`src/rtl/mem_access_unit.sv`:
```
// Load/store front end: turns CPU byte/half/word requests into aligned word
// accesses on a word-only DMEM. Sub-word stores run as read-modify-write,
// loads are lane-extracted and sign/zero-extended, misaligned requests are
// rejected without touching DMEM.
module mem_access_unit #(
    parameter bit BIG_ENDIAN      = 1'b0,
    parameter bit FAST_WORD_STORE = 1'b1
) (
    input  logic        clk,
    input  logic        rst_n,
    input  logic        req,
    input  logic        we,
    input  logic [1:0]  size,
    input  logic        sign_ext,
    input  logic [31:0] addr,
    input  logic [31:0] wdata,
    output logic        busy,
    output logic        done,
    output logic        misalign,
    output logic [31:0] rdata,
    output logic        DM_CS,
    output logic        DM_R,
    output logic        DM_W,
    output logic [31:0] dm_addr,
    output logic [31:0] dm_wdata,
    input  logic [31:0] dm_rdata
);

    typedef enum logic [2:0] {
        IDLE = 3'd0,
        RD   = 3'd1,
        WR   = 3'd2,
        RESP = 3'd3,
        ERR  = 3'd4
    } state_t;

    state_t      state, state_nxt;

    logic [31:0] addr_q;
    logic [31:0] wdata_q;
    logic [1:0]  size_q;
    logic        we_q;
    logic        sign_ext_q;
    logic [31:0] rbuf;

    logic        req_misalign;
    logic [1:0]  byte_lane;
    logic        half_lane;
    logic [31:0] load_ext;
    logic [31:0] merged;

    // Misalignment is judged on the live request so IDLE can branch to ERR.
    // size 11 is reserved and behaves exactly like a word.
    always_comb begin
        req_misalign = 1'b0;
        if (size == 2'b01)
            req_misalign = addr[0];
        else if (size[1])
            req_misalign = (addr[1:0] != 2'b00);
    end

    // Big-endian mirrors the lane numbering: byte 0 lives in the top lane.
    assign byte_lane = BIG_ENDIAN ? ~addr_q[1:0] : addr_q[1:0];
    assign half_lane = BIG_ENDIAN ? ~addr_q[1]   : addr_q[1];

    // Extract and extend the addressed lane straight from the DMEM read port
    // so rdata is ready in RESP.
    always_comb begin
        load_ext = dm_rdata;
        case (size_q)
            2'b00: begin
                load_ext[7:0]  = dm_rdata[{byte_lane, 3'b000} +: 8];
                load_ext[31:8] = {24{sign_ext_q & load_ext[7]}};
            end
            2'b01: begin
                load_ext[15:0]  = dm_rdata[{half_lane, 4'b0000} +: 16];
                load_ext[31:16] = {16{sign_ext_q & load_ext[15]}};
            end
            default: load_ext = dm_rdata;
        endcase
    end

    // Merge store data into the read-back word; full words bypass rbuf.
    always_comb begin
        merged = rbuf;
        case (size_q)
            2'b00:   merged[{byte_lane, 3'b000} +: 8]   = wdata_q[7:0];
            2'b01:   merged[{half_lane, 4'b0000} +: 16] = wdata_q[15:0];
            default: merged = wdata_q;
        endcase
    end

    assign dm_addr  = {addr_q[31:2], 2'b00};
    assign dm_wdata = merged;

    // State register; async reset drops every decoded strobe immediately.
    always_ff @(posedge clk or negedge rst_n) begin
        if (!rst_n) state <= IDLE;
        else        state <= state_nxt;
    end

    // Next-state and Moore output decode.
    always_comb begin
        state_nxt = state;
        busy      = 1'b1;
        done      = 1'b0;
        misalign  = 1'b0;
        DM_CS     = 1'b0;
        DM_R      = 1'b0;
        DM_W      = 1'b0;
        case (state)
            IDLE: begin
                busy = 1'b0;
                if (req) begin
                    if (req_misalign)
                        state_nxt = ERR;
                    else if (we && size[1] && FAST_WORD_STORE)
                        state_nxt = WR;
                    else
                        state_nxt = RD;
                end
            end
            RD: begin
                DM_CS     = 1'b1;
                DM_R      = 1'b1;
                state_nxt = we_q ? WR : RESP;
            end
            WR: begin
                DM_CS     = 1'b1;
                DM_W      = 1'b1;
                state_nxt = RESP;
            end
            RESP: begin
                done      = 1'b1;
                state_nxt = IDLE;
            end
            ERR: begin
                done      = 1'b1;
                misalign  = 1'b1;
                state_nxt = IDLE;
            end
            default: state_nxt = IDLE;
        endcase
    end

    // Request capture in IDLE; read buffer and load result at the end of RD.
    always_ff @(posedge clk or negedge rst_n) begin
        if (!rst_n) begin
            addr_q     <= '0;
            wdata_q    <= '0;
            size_q     <= '0;
            we_q       <= 1'b0;
            sign_ext_q <= 1'b0;
            rbuf       <= '0;
            rdata      <= '0;
        end else begin
            if (state == IDLE && req) begin
                addr_q     <= addr;
                wdata_q    <= wdata;
                size_q     <= size;
                we_q       <= we;
                sign_ext_q <= sign_ext;
            end
            if (state == RD) begin
                rbuf <= dm_rdata;
                if (!we_q) rdata <= load_ext;
            end
        end
    end

endmodule

```
`config.mk`:
```
export PLATFORM = sky130hd
export DESIGN_NAME = mem_access_unit
export DESIGN_NICKNAME = d
export VERILOG_FILES = /design/src/rtl/mem_access_unit.sv
export SDC_FILE = /design/constraint.sdc
export NUM_CORES = 1
export LEC_CHECK = 0
export BUFFER_PORTS_ARGS = -buffer_cell sky130_fd_sc_hd__buf_2
export CORE_MARGIN = 3
export CORE_UTILIZATION = 47
export CTS_CLUSTER_DIAMETER = 60
export DETAILED_ROUTE_END_ITERATION = 16
export GPL_TIMING_DRIVEN = 0
export HOLD_SLACK_MARGIN = 0.06
export PLACE_DENSITY = 0.75
export SETUP_SLACK_MARGIN = 0.5
export SYNTH_ARGS = -nofsm -noshare
export SYNTH_HDL_FRONTEND = slang
export SYNTH_SLANG_ARGS = --single-unit
```
`constraint.sdc`:
```
create_clock -name clk -period 2.1 [get_ports clk]
set_input_delay 0.105 -clock clk [delete_from_list [all_inputs] [get_ports clk]]
set_output_delay 0.105 -clock clk [all_outputs]
set_load 0.02 [all_outputs]
```
# Yosys cells after proc, flatten, opt, wreduce, memory -nomap -nowiden
# Index checks and enable logic that the tools add are counted.
# op_classes
n_addsub	2
n_eq_ne	7
n_shift	6
n_mux	17
bitwise	3
n_reduce_logical	8
# op_table
operator	count
case mux 32 bit (2 select lines)	2
bitwise mux 32 bit	2
variable shift 16 x 7 -> 32 bit (first input constant)	1
variable shift 8 x 7 -> 32 bit (first input constant)	1
indexed part select 16 x 7 -> 32 bit	1
indexed part select 32 x 6 -> 16 bit	1
indexed part select 32 x 6 -> 8 bit	1
indexed part select 8 x 7 -> 32 bit	1
negation 5 -> 7 bit	2
two-way mux 1 bit	9
case mux 3 bit (3 select lines)	1
== test 3 x 2 -> 1 bit (second input constant)	2
two-way mux 3 bit	2
== test 2 x 1 -> 1 bit (second input constant)	2
OR reduction 2 bit	2
== test 3 x 1 -> 1 bit (second input constant)	1
== test 3 bit (second input constant)	1
logical NOT 3 bit	1
bitwise AND 1 bit	2
logical AND 1 bit	2
logical NOT 2 bit	1
two-way mux 2 bit	1
inequality test 2 bit (second input constant)	1
AND reduction 2 bit	1
other kinds (2)	2
# word_totals
reg_bits	135
in_bits	103
output_inout_bits	102
elab_cells	51

# Longest topological paths before layout
# logic_depth
depth_word	6
depth_mapped	9
ltp_nobuf	6

# Worst setup path after synthesis
# Ideal clock, no wire load.
# synth_timing
path_type	register to output
start	reg addr_q[1]
end	out dm_wdata[24]
arrival_ns	2.427
t_required_ns	1.995
setup_slack_ns	-0.432
path_stages_with_launch	10
path_cell_list	dfrtp_1 buf_6 buf_2 inv_1 clkbuf_1 ha_1 or3b_4 nor3b_4 a21oi_1 o221ai_1
# synth_via
elab_chain_len	4
# synth_rtl
element	line_no	source
from (decl)	39	logic [31:0] addr_q;
from (signal assigned)	158	addr_q <= addr;
negation 5 -> 7 bit, on equally long branches	88, 87	
indexed part select 16 x 7 -> 32 bit, or another cell as far along	88	2'b01: merged[{half_lane, 4'b0000} +: 16] = wdata_q[15:0];
bitwise mux 32 bit, on equally long branches	88, 87	
case mux 32 bit (2 select lines) *	86	case (size_q)
to (decl)	25	output logic [31:0] dm_wdata,
# Every way passes the cells marked *; elsewhere a longest branch is shown, timed or not.

# Final worst setup path
# layout_timing
start	reg addr_q[1]
end	out dm_wdata[19]
# The elaborated chain is that of the path after synthesis.

==> metrics.yaml <==
synth.distinct_cells: 51
leakage_nw: 5.83
netlist_area_um2: 6820
avgViaCountPerCell: 6.64
drtIter0Drc: 980
clockBufferDepth: 2
worstPathCellList: "buf_6 > buf_8 > inv_6 > clkbuf_16 > ha_4 > buf_4 > nor2_2 > nand4_1 > a21oi_4 > a21o_1 > buf_6"
firstDrtPassIters: 6
numCtsBuffers: 17
setup-violations-final: 32
clock_skew_ns: 0.0116
powerDensity_nw_per_um2: 1960
avgSynthCellArea_um2: 11.7
crit_slowest_cell: "dfrtp_1"
placed_cells: 968
nets: 1094
ir_drop_mv: 1.18
rows: 43
arrival_ns: 2.87
drcViolationCount: 0
port_buffers: 202
crit_top_cell: "buf_6"
drive_gt1_share_pct: 60.9
grt_max_degree: 90
antenna_found_initial: 1
outcome: "complete, but fails checks"
required_ns: 2.00
clkTransAtPathRegs_ns: 0.07
period_needed_ns: 2.97
violations: "negative setup slack"
cp-end-kind: "output pin"
worstMarginPinSlew_ns: 0.672
crit_type: "reg2out"
synth-seq-area-share_pct: 49.6
hold_class: "in2async"
drtAntennaViolNets: 0
n_fill_cell: 440
slew_headroom_pct: 55.0
first_global_vias: 7790
htree_levels: 4
crit_fanout: 8
routabilityCongestion: 0.906
worst_slack_ns: -0.873
die_x_um: 126
drv_slew: 0
cts_tree: "built"
layout_common_cells: "165 x buf_2, 131 x dfrtp_1, 102 x dlygate4sd3_1"
dp_hpwl_um: 16200
core_um2: 14000
critPathTopFamily: "buffers and inverters"
mostFrequentLayoutCell: "buf_2"
cts.sinks: 135
netlist_instances: 584
fin_cells: 1179
ys_ff_latch: 135
overflow: 0
whs_ns: 0.219
maxCapViolCount: 0
synthToLayoutAreaGrowth_pct: 84.2
hold_viol_final: 0
drt-total-wl_um: 35900
synth_flop_cell: "dfrtp_1"
synth_warnings: 0
setup.worst_path.start_class: "register"
grt_usage_pct: 37.2
dp_worst_setup_slack_ns: -0.518
vias: 7827
die-area_um2: 16000
grt_pass1_wl_um: 45600
fmax_mhz: 336
slowest_delay_ns: 0.39
initial_core_util_pct: 48.5
num_antenna_cells: 0
cts.root.buffer_cell: "clkbuf_16"
avgRoutedWirePerCell_um: 30.4
rsz0062_at_grt: "yes"
finalCritPeriodShare_pct: 142
async_reset_ff_share_pct: 100
clk_latency_ns: 0.44
io-pin-count: 205
chipHeight_um: 126
synth-edff-count: 0
crit_buf_inv: 6
[power by group]
| part | switching, mW | leakage (nW) | internal (mW) |
|---|---|---|---|
| combinational | 7.94 | 3.97 | 8.01 |
| sequential | 1.53 | 1.57 | 3.95 |
| clock | 1.31 | 0.294 | 1.91 |
[stage by stage]
step	util (%)	power [mW]	TNS (ns)	instance area [um^2]
after floorplan	-	11.9	-1.02	7230
after global placement	60.3	14.5	-123.78	8460
after detailed placement	60.5	14.9	-11.50	8500
after CTS	84.1	21.7	-13.35	11800
after global routing	89.4	25.2	-20.76	12600
final	89.4	24.7	-19.42	12600
[path summary, 6_finish.rpt]
check                                 start           end  slack [ns]  cells past startpoint
min in group clk                   addr[29]    addr_q[29]        0.44                      3
max in group asynchronous             rst_n      rdata[3]        1.03                      3
worst max register to register     state[2]      rdata[1]        0.09                      8
worst min register to register  wdata_q[26]   wdata_q[26]        0.52                      1
worst min-delay path                  rst_n     rdata[31]        0.22                      2
worst max-delay path              addr_q[1]  dm_wdata[19]       -0.87                     11
[cell families (layout without fill, tap and decap cells)]
kind of cell | count (synthesis) | count (layout) | synth area share, %
muxes | 114 | 114 | 18.7
DFF | 135 | 135 | 49.6
AOI/OAI and AO/OA | 171 | 171 | 17.3
and+or+nand+nor | 81 | 81 | 6.22
adders and majority gates | 5 | 5 | 0.918
buffers and inverters | 77 | 491 | 7.23
other | 1 | 2 | 0.0550
[layer usage]
layer | part of all wire [%] | wire [um] | GRT usage [%] | vias to the layer above
met2 | 46 | 16400 | 62.2 | 817
met3 | 12 | 4270 | 9.47 | 303
met4 | 10 | 3590 | 18.5 | 2
li1 | - | - | - | 2953
met5 | 0.028 | 10 | 0 | -
met1 | 33 | 11700 | 44.6 | 3752
[repair_timing]
| item | in CTS | in global routing |
|---|---|---|
| pin swaps | 39 | 29 |
| hold endpoints to repair | 172 | 0 |
| gates cloned | 10 | 2 |
| gates resized for setup | 300 | 108 |
| setup endpoints to repair | 162 | 173 |
| hold buffers | 102 | 0 |
| buffers inserted | 44 | 21 |
[synth_stat cells, drive strengths merged, types with 2 or more instances]
master | count | area (um^2)
dfrtp | 135 | 3380
mux2 | 96 | 1080
buf | 59 | 422
o21ai | 36 | 184
nand2 | 29 | 109
a21oi | 28 | 151
nor2 | 23 | 86.3
a22oi | 22 | 165
mux2i | 17 | 170
a31oi | 16 | 100
o211ai | 16 | 120
a22o | 15 | 131
clkbuf | 11 | 43.8
nor2b | 10 | 62.6
a21o | 8 | 60.1
a222oi | 8 | 80.1
o221ai | 8 | 70.1
o22a | 8 | 70.1
inv | 6 | 22.5
ha | 5 | 62.6
nand2b | 3 | 18.8
nor3b | 3 | 38.8
and3 | 2 | 12.5
nand4 | 2 | 12.5
nor3 | 2 | 21.3
or3b | 2 | 20.0
[cell type report]
cell class / count / area (um^2) / area share (%)
Clock buffer: 19 / 443 / 3.53
Clock inverter: 13 / 171 / 1.37
Tap cell: 180 / 225 / 1.79
Multi-Input combinational cell: 373 / 4170 / 33.2
Sequential cell: 135 / 3380 / 26.9
Inverter: 7 / 50.0 / 0.399
Timing Repair Buffer: 382 / 3400 / 27.1
Buffer: 70 / 709 / 5.65
[sequential cells by signal, indices dropped and copies added, names as in the netlist]
signal / count
addr_q: 32
rbuf: 32
rdata: 32
sign_ext_q: 1
size_q: 2
state: 3
wdata_q: 32
we_q: 1
[worst register-to-register path, stage by stage, from the launching register on]
cell	delay, ns
dfrtp_2	0.43
buf_6	0.14
nor4b_4	0.29
buf_4	0.21
buf_6	0.12
buf_6	0.12
clkbuf_16	0.16
nor2_4	0.04
a31oi_1	0.36
Note: power is estimated with default switching activity, not from simulation.
